**config.mk**
```make
export PLATFORM = sky130hd
export DESIGN_NAME = adsr_envelope
export DESIGN_NICKNAME = d
export VERILOG_FILES = /design/src/rtl/synth_pkg.sv /design/src/rtl/env_sat_step.sv /design/src/rtl/adsr_envelope.sv
export SDC_FILE = /design/constraint.sdc
export NUM_CORES = 1
export LEC_CHECK = 0
export BUFFER_PORTS_ARGS = -buffer_cell sky130_fd_sc_hd__buf_4
export CORE_ASPECT_RATIO = 1.25
export CORE_MARGIN = 1.5
export CORE_UTILIZATION = 59
export CTS_CLUSTER_SIZE = 14
export DETAILED_ROUTE_END_ITERATION = 12
export MAX_ROUTING_LAYER = met4
export PLACE_DENSITY_LB_ADDON = 0.25
export SLEW_MARGIN = 10
export SYNTH_ARGS = -nofsm -noshare
export SYNTH_HDL_FRONTEND = slang
export SYNTH_SLANG_ARGS = --single-unit
```
**constraint.sdc**
```tcl
create_clock -name i_clk -period 7.96 [get_ports i_clk]
set_input_delay 1.592 -clock i_clk [delete_from_list [all_inputs] [get_ports i_clk]]
set_output_delay 1.592 -clock i_clk [all_outputs]
set_load 0.005 [all_outputs]
```
**src/rtl/synth_pkg.sv**
```systemverilog
// rtl/synth_pkg.sv - shared envelope state encoding and full-scale level
package synth_pkg;

    typedef enum logic [2:0] {
        IDLE    = 3'd0,
        ATTACK  = 3'd1,
        DECAY   = 3'd2,
        SUSTAIN = 3'd3,
        RELEASE = 3'd4
    } env_state_t;

    localparam logic [15:0] LEVEL_MAX = 16'h7FFF;

endpackage

```
**src/rtl/env_sat_step.sv**
```systemverilog
// rtl/env_sat_step.sv - saturating level add/subtract clamped to a bound
module env_sat_step (
    input  logic [14:0] i_level,
    input  logic [15:0] i_step,
    input  logic [14:0] i_bound,
    input  logic        i_dir,
    output logic [14:0] o_result
);

    logic [16:0] w_sum;
    logic [16:0] w_diff;

    assign w_sum  = {2'b00, i_level} + {1'b0, i_step};
    assign w_diff = {2'b00, i_level} - {1'b0, i_step};

    // i_dir=1 adds and caps at i_bound; i_dir=0 subtracts and floors at i_bound
    always_comb begin
        o_result = i_bound;
        if (i_dir) begin
            if (w_sum <= {2'b00, i_bound})
                o_result = w_sum[14:0];
        end else begin
            if (!w_diff[16] && (w_diff >= {2'b00, i_bound}))
                o_result = w_diff[14:0];
        end
    end

endmodule

```
**src/rtl/adsr_envelope.sv**
```systemverilog
// rtl/adsr_envelope.sv - per-voice ADSR envelope driving oscillator amplitude
// ADSR_EXP_RELEASE_EN selects exponential-like release instead of linear.
module adsr_envelope
    import synth_pkg::*;
(
    input  logic        i_clk,
    input  logic        i_rst,
    input  logic        i_tick,
    input  logic        i_key_on,
    input  logic [14:0] i_attack_rate,
    input  logic [14:0] i_decay_rate,
    input  logic [14:0] i_sustain_level,
    input  logic [14:0] i_release_rate,
    output logic [15:0] o_amp,
    output logic        o_load_amp,
    output logic        o_busy,
    output logic [2:0]  o_state
);

    env_state_t  r_state;
    env_state_t  w_state_next;
    logic [14:0] r_level;
    logic [14:0] w_level_next;
    logic        r_key_prev;
    logic        r_load_amp;
    logic        w_rise;
    logic [15:0] w_step;
    logic [14:0] w_bound;
    logic        w_dir;
    logic [14:0] w_result;

    assign w_rise = i_key_on & ~r_key_prev;

    always_comb begin
        w_step  = '0;
        w_bound = '0;
        w_dir   = 1'b0;
        case (r_state)
            ATTACK: begin
                w_step  = {1'b0, i_attack_rate};
                w_bound = LEVEL_MAX[14:0];
                w_dir   = 1'b1;
            end
            DECAY: begin
                w_step  = {1'b0, i_decay_rate};
                w_bound = i_sustain_level;
            end
            RELEASE: begin
`ifdef ADSR_EXP_RELEASE_EN
                // the +1 guarantees the release reaches zero even at small levels
                w_step = {1'b0, r_level >> i_release_rate[3:0]} + 16'd1;
`else
                w_step = {1'b0, i_release_rate};
`endif
            end
            default: ;
        endcase
    end

`ifdef ADSR_EXP_RELEASE_EN
    logic w_unused_release_hi;
    assign w_unused_release_hi = ^i_release_rate[14:4];
`endif

    env_sat_step u_step (
        .i_level  (r_level),
        .i_step   (w_step),
        .i_bound  (w_bound),
        .i_dir    (w_dir),
        .o_result (w_result)
    );

    // gate rise outranks every stage-end condition
    always_comb begin
        w_state_next = r_state;
        w_level_next = r_level;
        if (w_rise) begin
            w_state_next = ATTACK;
        end else if (!i_key_on && (r_state == ATTACK || r_state == DECAY || r_state == SUSTAIN)) begin
            w_state_next = RELEASE;
        end else begin
            case (r_state)
                ATTACK: begin
                    w_level_next = w_result;
                    if (w_result == LEVEL_MAX[14:0])
                        w_state_next = DECAY;
                end
                DECAY: begin
                    w_level_next = w_result;
                    if (w_result == i_sustain_level)
                        w_state_next = SUSTAIN;
                end
                SUSTAIN: w_level_next = i_sustain_level;
                RELEASE: begin
                    w_level_next = w_result;
                    if (w_result == 15'd0)
                        w_state_next = IDLE;
                end
                default: w_level_next = '0;
            endcase
        end
    end

    always_ff @(posedge i_clk or posedge i_rst) begin
        if (i_rst) begin
            r_state    <= IDLE;
            r_level    <= '0;
            r_key_prev <= 1'b0;
            r_load_amp <= 1'b0;
        end else begin
            r_load_amp <= i_tick;
            if (i_tick) begin
                r_state    <= w_state_next;
                r_level    <= w_level_next;
                r_key_prev <= i_key_on;
            end
        end
    end

    assign o_amp      = {1'b0, r_level};
    assign o_load_amp = r_load_amp;
    assign o_busy     = (r_state != IDLE);
    assign o_state    = r_state;

endmodule

```
==> summary.md, run 1 <==
| Metric | Value |
|---|---|
| Status | `completed` |
| CTS tree | `built` |
| Share of layout cells above drive strength 1 | `between 15 and 20%` |
| Worst slew pin tran | `roughly 1.1 ns` |
| DRT Wirelength | `roughly 19 mm` |
| Post-route ant nets | `0` |
| DRC viols | `0` |
| # H-tree levels | `1` |
| Arrival @ worst endpoint | `7.65 ns` |
| Post-DP HPWL | `~15 mm` |
| Cell Chain, Critical Path | `buf_4 > a22oi_1 > o21ai_0 > ha_1 > inv_1 > fa_1 > o21bai_1 > a211oi_1 > o2111ai_1 > nand2_1 > o311ai_0 > ha_1 > nand4_1 > nor4_1 > and4b_1 > o31a_1 > or3_1 > nor2_1 > or4_1 > or4_4 > o211ai_2 > a31oi_1 > a221o_1` |
| Max incr delay on CP | `between 0.7 and 0.8 ns` |
| GRT overflow | `0` |
| Met1 GRT Util | `51.8%` |
| Most used cell, CP | `ha_1` |
| Setup-failing EPs final | `0` |
| Total track usage | `a little over two fifths` |
| Avg WL per Cell | `22.6 um` |
| Chip Width | `approximately 84 um` |
| Yosys cell types | `84` |
| TNS Setup | `0 ns` |
| Vias per cell | `about 7.1` |
| Crit. End Element | `flip-flop` |
| CTS Buffer Depth | `2` |
| Die footprint | `0.00867 mm^2` |
| ANT cells | `0` |
| Most frequent cells in the layout | `91 x buf_4, 70 x a21oi_1, 66 x nor2_1` |
| Final GP Congestion | `1.18` |
| CTS buffer count | `3` |
| Final Critical Period | `7.47 ns` |
| IO Count | `85` |
| Synth async-reset ratio | `between 90% and 100%` |
| CP delay by family, top | `compound AO/OA/AOI/OAI gates` |
| Sequential cell area fraction in the yosys report | `between 10% and 20%` |
| Yosys warning count | `0` |
| Worst slew margin | `26.7%` |
| Type of origin of the critical path | `input port` |
| Worst Path Required | `between 8 and 9 ns` |
| Fin. Hold Viols | `0` |
| Count of hold-fix buffers inserted at cts | `0` |
| Commonest non-fill, non-tap cell in the layout | `buf_4` |
| Core box area | `0.00784 mm^2` |
| Syn nets | `between 700 and 800` |
| Syn avg cell area | `between 7 and 8 um^2` |
| Drt first pass iters | `6` |
| Post-synthesis register bit count | `20` |
| RSZ-0062 raised after global routing | `no` |
| Root buffer cell | `clkbuf_8` |
| Worst Skew | `0.00365 ns` |
| Via count | `5,859` |
| Hold crit path type | `reg2reg` |
| Cell area after synthesis | `roughly 0.0048 mm^2` |
| Period utilization | `between 90% and 100%` |
| F_max | `roughly 0.13 GHz` |
| Syn-to-layout area delta | `15.2%` |
| Largest net degree at the start of global routing | `29` |
| WP buf/inv | `2` |
| Final Max Slew Viols | `0` |
| Initial antenna violation count | `0` |
| Cell Rows | `36` |
| Max-cap violations | `0` |
| Post-CTS Setup Repair Bufs | `0` |
| First-pass GRT wire length | `about 29 mm` |
| Prevailing post-synth register cell | `dfrtp_1` |
| CP max-delay cell | `o311ai_0` |
| Global route hottest layer | `met2` |
| CP Class | `in2reg` |
| Initial Utilization | `just over 60%` |
| Syn Inst Count | `around 670` |
| Post-cts repair resize count | `0` |
| Number of enable flip-flop cells after synthesis | `0` |
| Hold_ws | `roughly 0.53 ns` |
| Clock sinks | `20` |
| Clock transition at path regs | `roughly 0.09 ns` |
| Chip height | `just over 100 um` |
| GR Util met3 | `under 10%` |
| Layout Nets | `around 860` |
| DRT iter0 DRCs | `716` |
| Worst skew pair latency | `0.29 ns` |
| Vias in the first global route | `5,623` |
| Critical path fanouts, max | `11` |
| Met2 Usage GRT | `a little over 70%` |
| Number of I/O port buffers | `just over 80` |
## worst paths after layout
kind	from	endpoint	slack, ns	cells after the start
worst max-delay path	i_attack_rate[0]	o_state[0]	0.49	23
worst min-delay path	r_key_prev	r_key_prev	0.53	1
worst max register to register	o_state[0]	o_state[0]	0.78	25
worst min register to register	r_key_prev	r_key_prev	0.53	1
max in group asynchronous	i_rst	o_state[0]	5.88	2
min in group asynchronous	i_rst	o_load_amp	1.51	2
## registers in the layout, indices dropped and copies added (netlist names)
register and cells:
r_key_prev 1, o_state 3, o_load_amp 1, r_level 15
## per-stage QoR
stage               util (%)  setup slack, ns  area [um^2]  std cells
finish                  70.4            0.488         5520        824
global route            70.4            0.273         5520        824
CTS                     70.4            0.627         5520        824
detailed placement      69.5            0.336         5450        820
global placement        69.5            0.468         5450        820
floorplan                  -             1.53         4790        667
## cells by family (layout without fill, tap and decap cells)
logic type | after synthesis | after routing | synth area share [%]
buffers and inverters | 87 | 149 | 7.34
and+or+nand+nor | 236 | 236 | 25.3
other | 1 | 1 | 0.0783
muxes | 12 | 12 | 2.61
DFF | 20 | 20 | 10.5
AOI/OAI and AO/OA | 227 | 227 | 33.4
adders and majority gates | 65 | 65 | 17.3
xor gates and xnor gates | 19 | 19 | 3.48
## synthesized netlist by cell type (6+ instances only)
| cell type | instances | area, um^2 |
|---|---|---|
| nor4_1 | 9 | 56.3 |
| inv_1 | 53 | 199 |
| ha_1 | 63 | 788 |
| or2_2 | 6 | 37.5 |
| nand2_1 | 47 | 176 |
| nor3_1 | 20 | 100 |
| o21ai_0 | 28 | 140 |
| mux2i_1 | 8 | 80.1 |
| xnor2_1 | 13 | 114 |
| a211oi_1 | 11 | 82.6 |
| or3_1 | 7 | 43.8 |
| nor2_1 | 66 | 248 |
| xor2_1 | 6 | 52.6 |
| dfrtp_1 | 20 | 500 |
| a21oi_1 | 70 | 350 |
| nor2b_1 | 13 | 81.3 |
| a22oi_1 | 23 | 173 |
| nand3_1 | 15 | 75.1 |
| buf_2 | 10 | 50.1 |
| o211ai_1 | 7 | 52.6 |
| nand2b_1 | 6 | 37.5 |
| nand4_1 | 15 | 93.8 |
| a221oi_1 | 7 | 61.3 |
| a2bb2oi_1 | 6 | 52.6 |
| and3_1 | 6 | 37.5 |
| clkbuf_1 | 18 | 67.6 |
## metal layers
layer	vias up	share of wire, %	routed length [um]
li1	2617	-	-
met2	457	47	8720
met1	2689	37	6950
met5	-	0	0
met4	0	5.9	1100
met3	96	10	1860
## final cells by class
cell class	instances	area (um^2)
inverter	54	203
tap	95	119
fill	685	2320
clock buffer	3	41.3
timing repair buffer	91	683
multi-input combinational	560	3940
clock inverter	1	30.0
sequential	20	500
Power of run 1 is left out: the tool's default activity adds up to more than one toggle a clock period on the data nets, which glitch-free logic cannot reach.
==> inputs of run 2 (changes only) <==
--- a/config.mk
+++ b/config.mk
@@ -5,6 +5,7 @@
 export SDC_FILE = /design/constraint.sdc
 export NUM_CORES = 1
 export LEC_CHECK = 0
+export ABC_AREA = 1
 export BUFFER_PORTS_ARGS = -buffer_cell sky130_fd_sc_hd__buf_4
 export CORE_ASPECT_RATIO = 1.25
 export CORE_MARGIN = 1.5
==> run 2 against run 1 <==
Net effect:
- global-route usage down 6.9 points
- sequential share of layout area up 0.081 points
- fmax increased by 18%
- clock-buffer cell count up 1
- largest cell class unchanged
- critical path depth is 14 higher
- via count fell by 3.6%
- synthesized area about the same
- routed wire length shrank 18%
- non-clock buffer count fell by 6
==> summary.md, run 2 <==
| Metric | Value |
|---|---|
| Total track usage | `35.9% (-6.9 points)` |
| Die footprint | `0.00866 mm^2 (about the same)` |
| CTS Buffer Depth | `2 (unchanged)` |
| GRT overflow | `0 (unchanged)` |
| Most used cell, CP | `nand2_1` |
| First-pass GRT wire length | `25.0 mm (-13%)` |
| Status | `completed` |
| Via count | `5,647 (-3.6%)` |
| CP max-delay cell | `nand2_1` |
| RSZ-0062 raised after global routing | `no` |
| Most frequent cells in the layout | `282 x nand2_1, 126 x inv_1, 101 x nand3_1` |
| Arrival @ worst endpoint | `6.54 ns (-1.11 ns)` |
| Avg WL per Cell | `15.2 um (-33%)` |
| Post-cts repair resize count | `0 (unchanged)` |
| Share of layout cells above drive strength 1 | `12.0% (-5.7 points)` |
| Chip height | `104 um (about the same)` |
| Largest family of logic cells by synthesized area | `simple AND/OR/NAND/NOR gates` |
| Worst Path Required | `8.16 ns (+0.02 ns)` |
| Max-cap violations | `0 (unchanged)` |
| IO Count | `85 (unchanged)` |
| Initial Utilization | `61.0% (about the same)` |
| Commonest non-fill, non-tap cell in the layout | `nand2_1` |
| Post-synthesis register bit count | `20 (unchanged)` |
| Type of origin of the critical path | `input port` |
| Number of I/O port buffers | `83 (unchanged)` |
| Chip Width | `83.5 um (about the same)` |
| Post-DP HPWL | `12.6 mm (-15%)` |
| DRT iter0 DRCs | `352 (-51%)` |
| Yosys cell types | `43 (-49%)` |
| Clock sinks | `20 (unchanged)` |
| Synth Area in Compound Gates | `12.4% (-21 points)` |
| Final GP Congestion | `1.01 (-14%)` |
| Worst skew pair latency | `0.27 ns (-0.02 ns)` |
| DRC viols | `0 (unchanged)` |
| Multiplexer share of the synthesized area | `0% (-2.6 points)` |
| F_max | `0.158 GHz (+18%)` |
| Crit. End Element | `flip-flop` |
| Final Max Slew Viols | `0 (unchanged)` |
| TNS Setup | `0 ns (unchanged)` |
| Synth async-reset ratio | `100% (unchanged)` |
| XOR/XNOR Fraction of Synth Area | `3.84% (+0.37 points)` |
| Worst slew margin | `40.5% (+14 points)` |
| Max incr delay on CP | `0.45 ns (-0.29 ns)` |
| # H-tree levels | `1 (unchanged)` |
| Worst slew pin tran | `0.890 ns (-0.210 ns)` |
| Count of hold-fix buffers inserted at cts | `0 (unchanged)` |
| ANT cells | `0 (unchanged)` |
| Syn-to-layout area delta | `14.3%` |
| Cell taking the most area after synthesis | `nand2_1` |
| Syn Inst Count | `841 (+26%)` |
| WP buf/inv | `2 (unchanged)` |
| Yosys warning count | `0 (unchanged)` |
| Max FFs per register | `15 (unchanged)` |
| Largest Register | `r_level` |
| Period utilization | `79.7% (-14 points)` |
| Synth area leaders | `nand2_1 22%, ha_1 16%, nand3_1 11%` |
| Most common cell in the netlist | `nand2_1` |
| Syn avg cell area | `5.69 um^2 (-21%)` |
| Core box area | `0.00784 mm^2 (unchanged)` |
| Worst Skew | `0.0150 ns (+0.0113 ns)` |
| CTS buffer count | `3 (unchanged)` |
| Largest net degree at the start of global routing | `24 (-17%)` |
| Vias in the first global route | `5,448 (-3.1%)` |
| CTS tree | `built` |
| Drt first pass iters | `5 (-1)` |
| Post-route ant nets | `0 (unchanged)` |
| Cell area after synthesis | `0.00478 mm^2 (about the same)` |
| Prevailing post-synth register cell | `dfrtp_1` |
| Yosys top cell area share | `22.1% (+5.7 points)` |
| DRT Wirelength | `15.2 mm (-18%)` |
| Fin. Hold Viols | `0 (unchanged)` |
| Root buffer cell | `clkbuf_8` |
| Vias per cell | `5.64 (-21%)` |
| Hold crit path type | `reg2reg` |
| Post-CTS Setup Repair Bufs | `0 (unchanged)` |
| Number of enable flip-flop cells after synthesis | `0 (unchanged)` |
| Critical path fanouts, max | `18 (+7)` |
| CP delay by family, top | `simple AND/OR/NAND/NOR gates` |
| Cell Rows | `36 (unchanged)` |
| Syn nets | `970 (+22%)` |
| Adder-cell share of the synthesized area | `17.3% (about the same)` |
| Final Critical Period | `6.34 ns (-1.13 ns)` |
| Sequential cell area fraction in the yosys report | `10.5% (about the same)` |
| Post-synthesis simple-gate area fraction | `42.9% (+18 points)` |
| Setup-failing EPs final | `0 (unchanged)` |
| CP Class | `in2reg` |
| Initial antenna violation count | `0 (unchanged)` |
| Layout Nets | `1,037 (+21%)` |
| Synth cell count leaders | `282 x nand2_1, 126 x inv_1, 101 x nand3_1` |
| Clock transition at path regs | `0.08 ns (about the same)` |
## run 2: cell count changes in the layout (fill, tap and decap cells not counted), sizes merged, moves of 13 or more
cell   previous run  this run
nand2            47       291
nand3            16       102
inv              54       128
a21oi            70        46
a22oi            24         3
nor3             21         5
nor2b            14         0
xor2              6        19
## run 2: layout make-up
type                            instances  area [um^2]
Sequential cell                        20          500
Multi-Input combinational cell        668         3670
Clock buffer                            4         55.1
Tap cell                               95          119
Timing Repair Buffer                   85          638
Inverter                              130          488
Fill cell                             718         2370
## run 2: cells by family after synthesis
family	count (synthesis)
AOI/OAI and AO/OA	100
xor gates and xnor gates	21
adders and majority gates	65
buffers and inverters	153
DFF	20
other	1
and+or+nand+nor	481
## run 2: path summary, 6_finish.rpt
check                                   from         end  slack, ns  cells past startpoint
hold / removal                    r_key_prev  r_key_prev       0.56                      2
hold reg to reg                   r_key_prev  r_key_prev       0.56                      2
setup / recovery           i_release_rate[0]  o_state[0]       1.62                     37
min in group asynchronous              i_rst  r_level[8]       1.47                      2
max in group asynchronous              i_rst  o_state[1]       5.98                      2
setup reg to reg                  o_state[0]  o_state[0]       1.73                     39
## run 2: tightest hold or removal path, stage by stage (launching register included)
cell and delay (ns):
dfrtp_1 0.37, nor2_1 0.06, a21oi_1 0.10
## run 2: routing by layer
layer / track usage [%] / part of all wire [%]
met3: 2.15 / 4.4
met2: 61.1 / 48
met4: 18.3 / 5.7
met5: - / 0
met1: 42.8 / 42
## run 2: stage by stage
step                instance area (um^2)  hold slack, ns  cells  util (%)  setup slack, ns
floorplan                           4780           0.514    841         -             2.75
global placement                    5410           0.535    998      69.1             1.85
detailed placement                  5410           0.544    998      69.1             1.51
CTS                                 5470           0.561   1002      69.8             1.75
global route                        5470           0.611   1002      69.8             1.15
finish                              5470           0.561   1002      69.8             1.62
Power of run 2 is left out for the same reason.
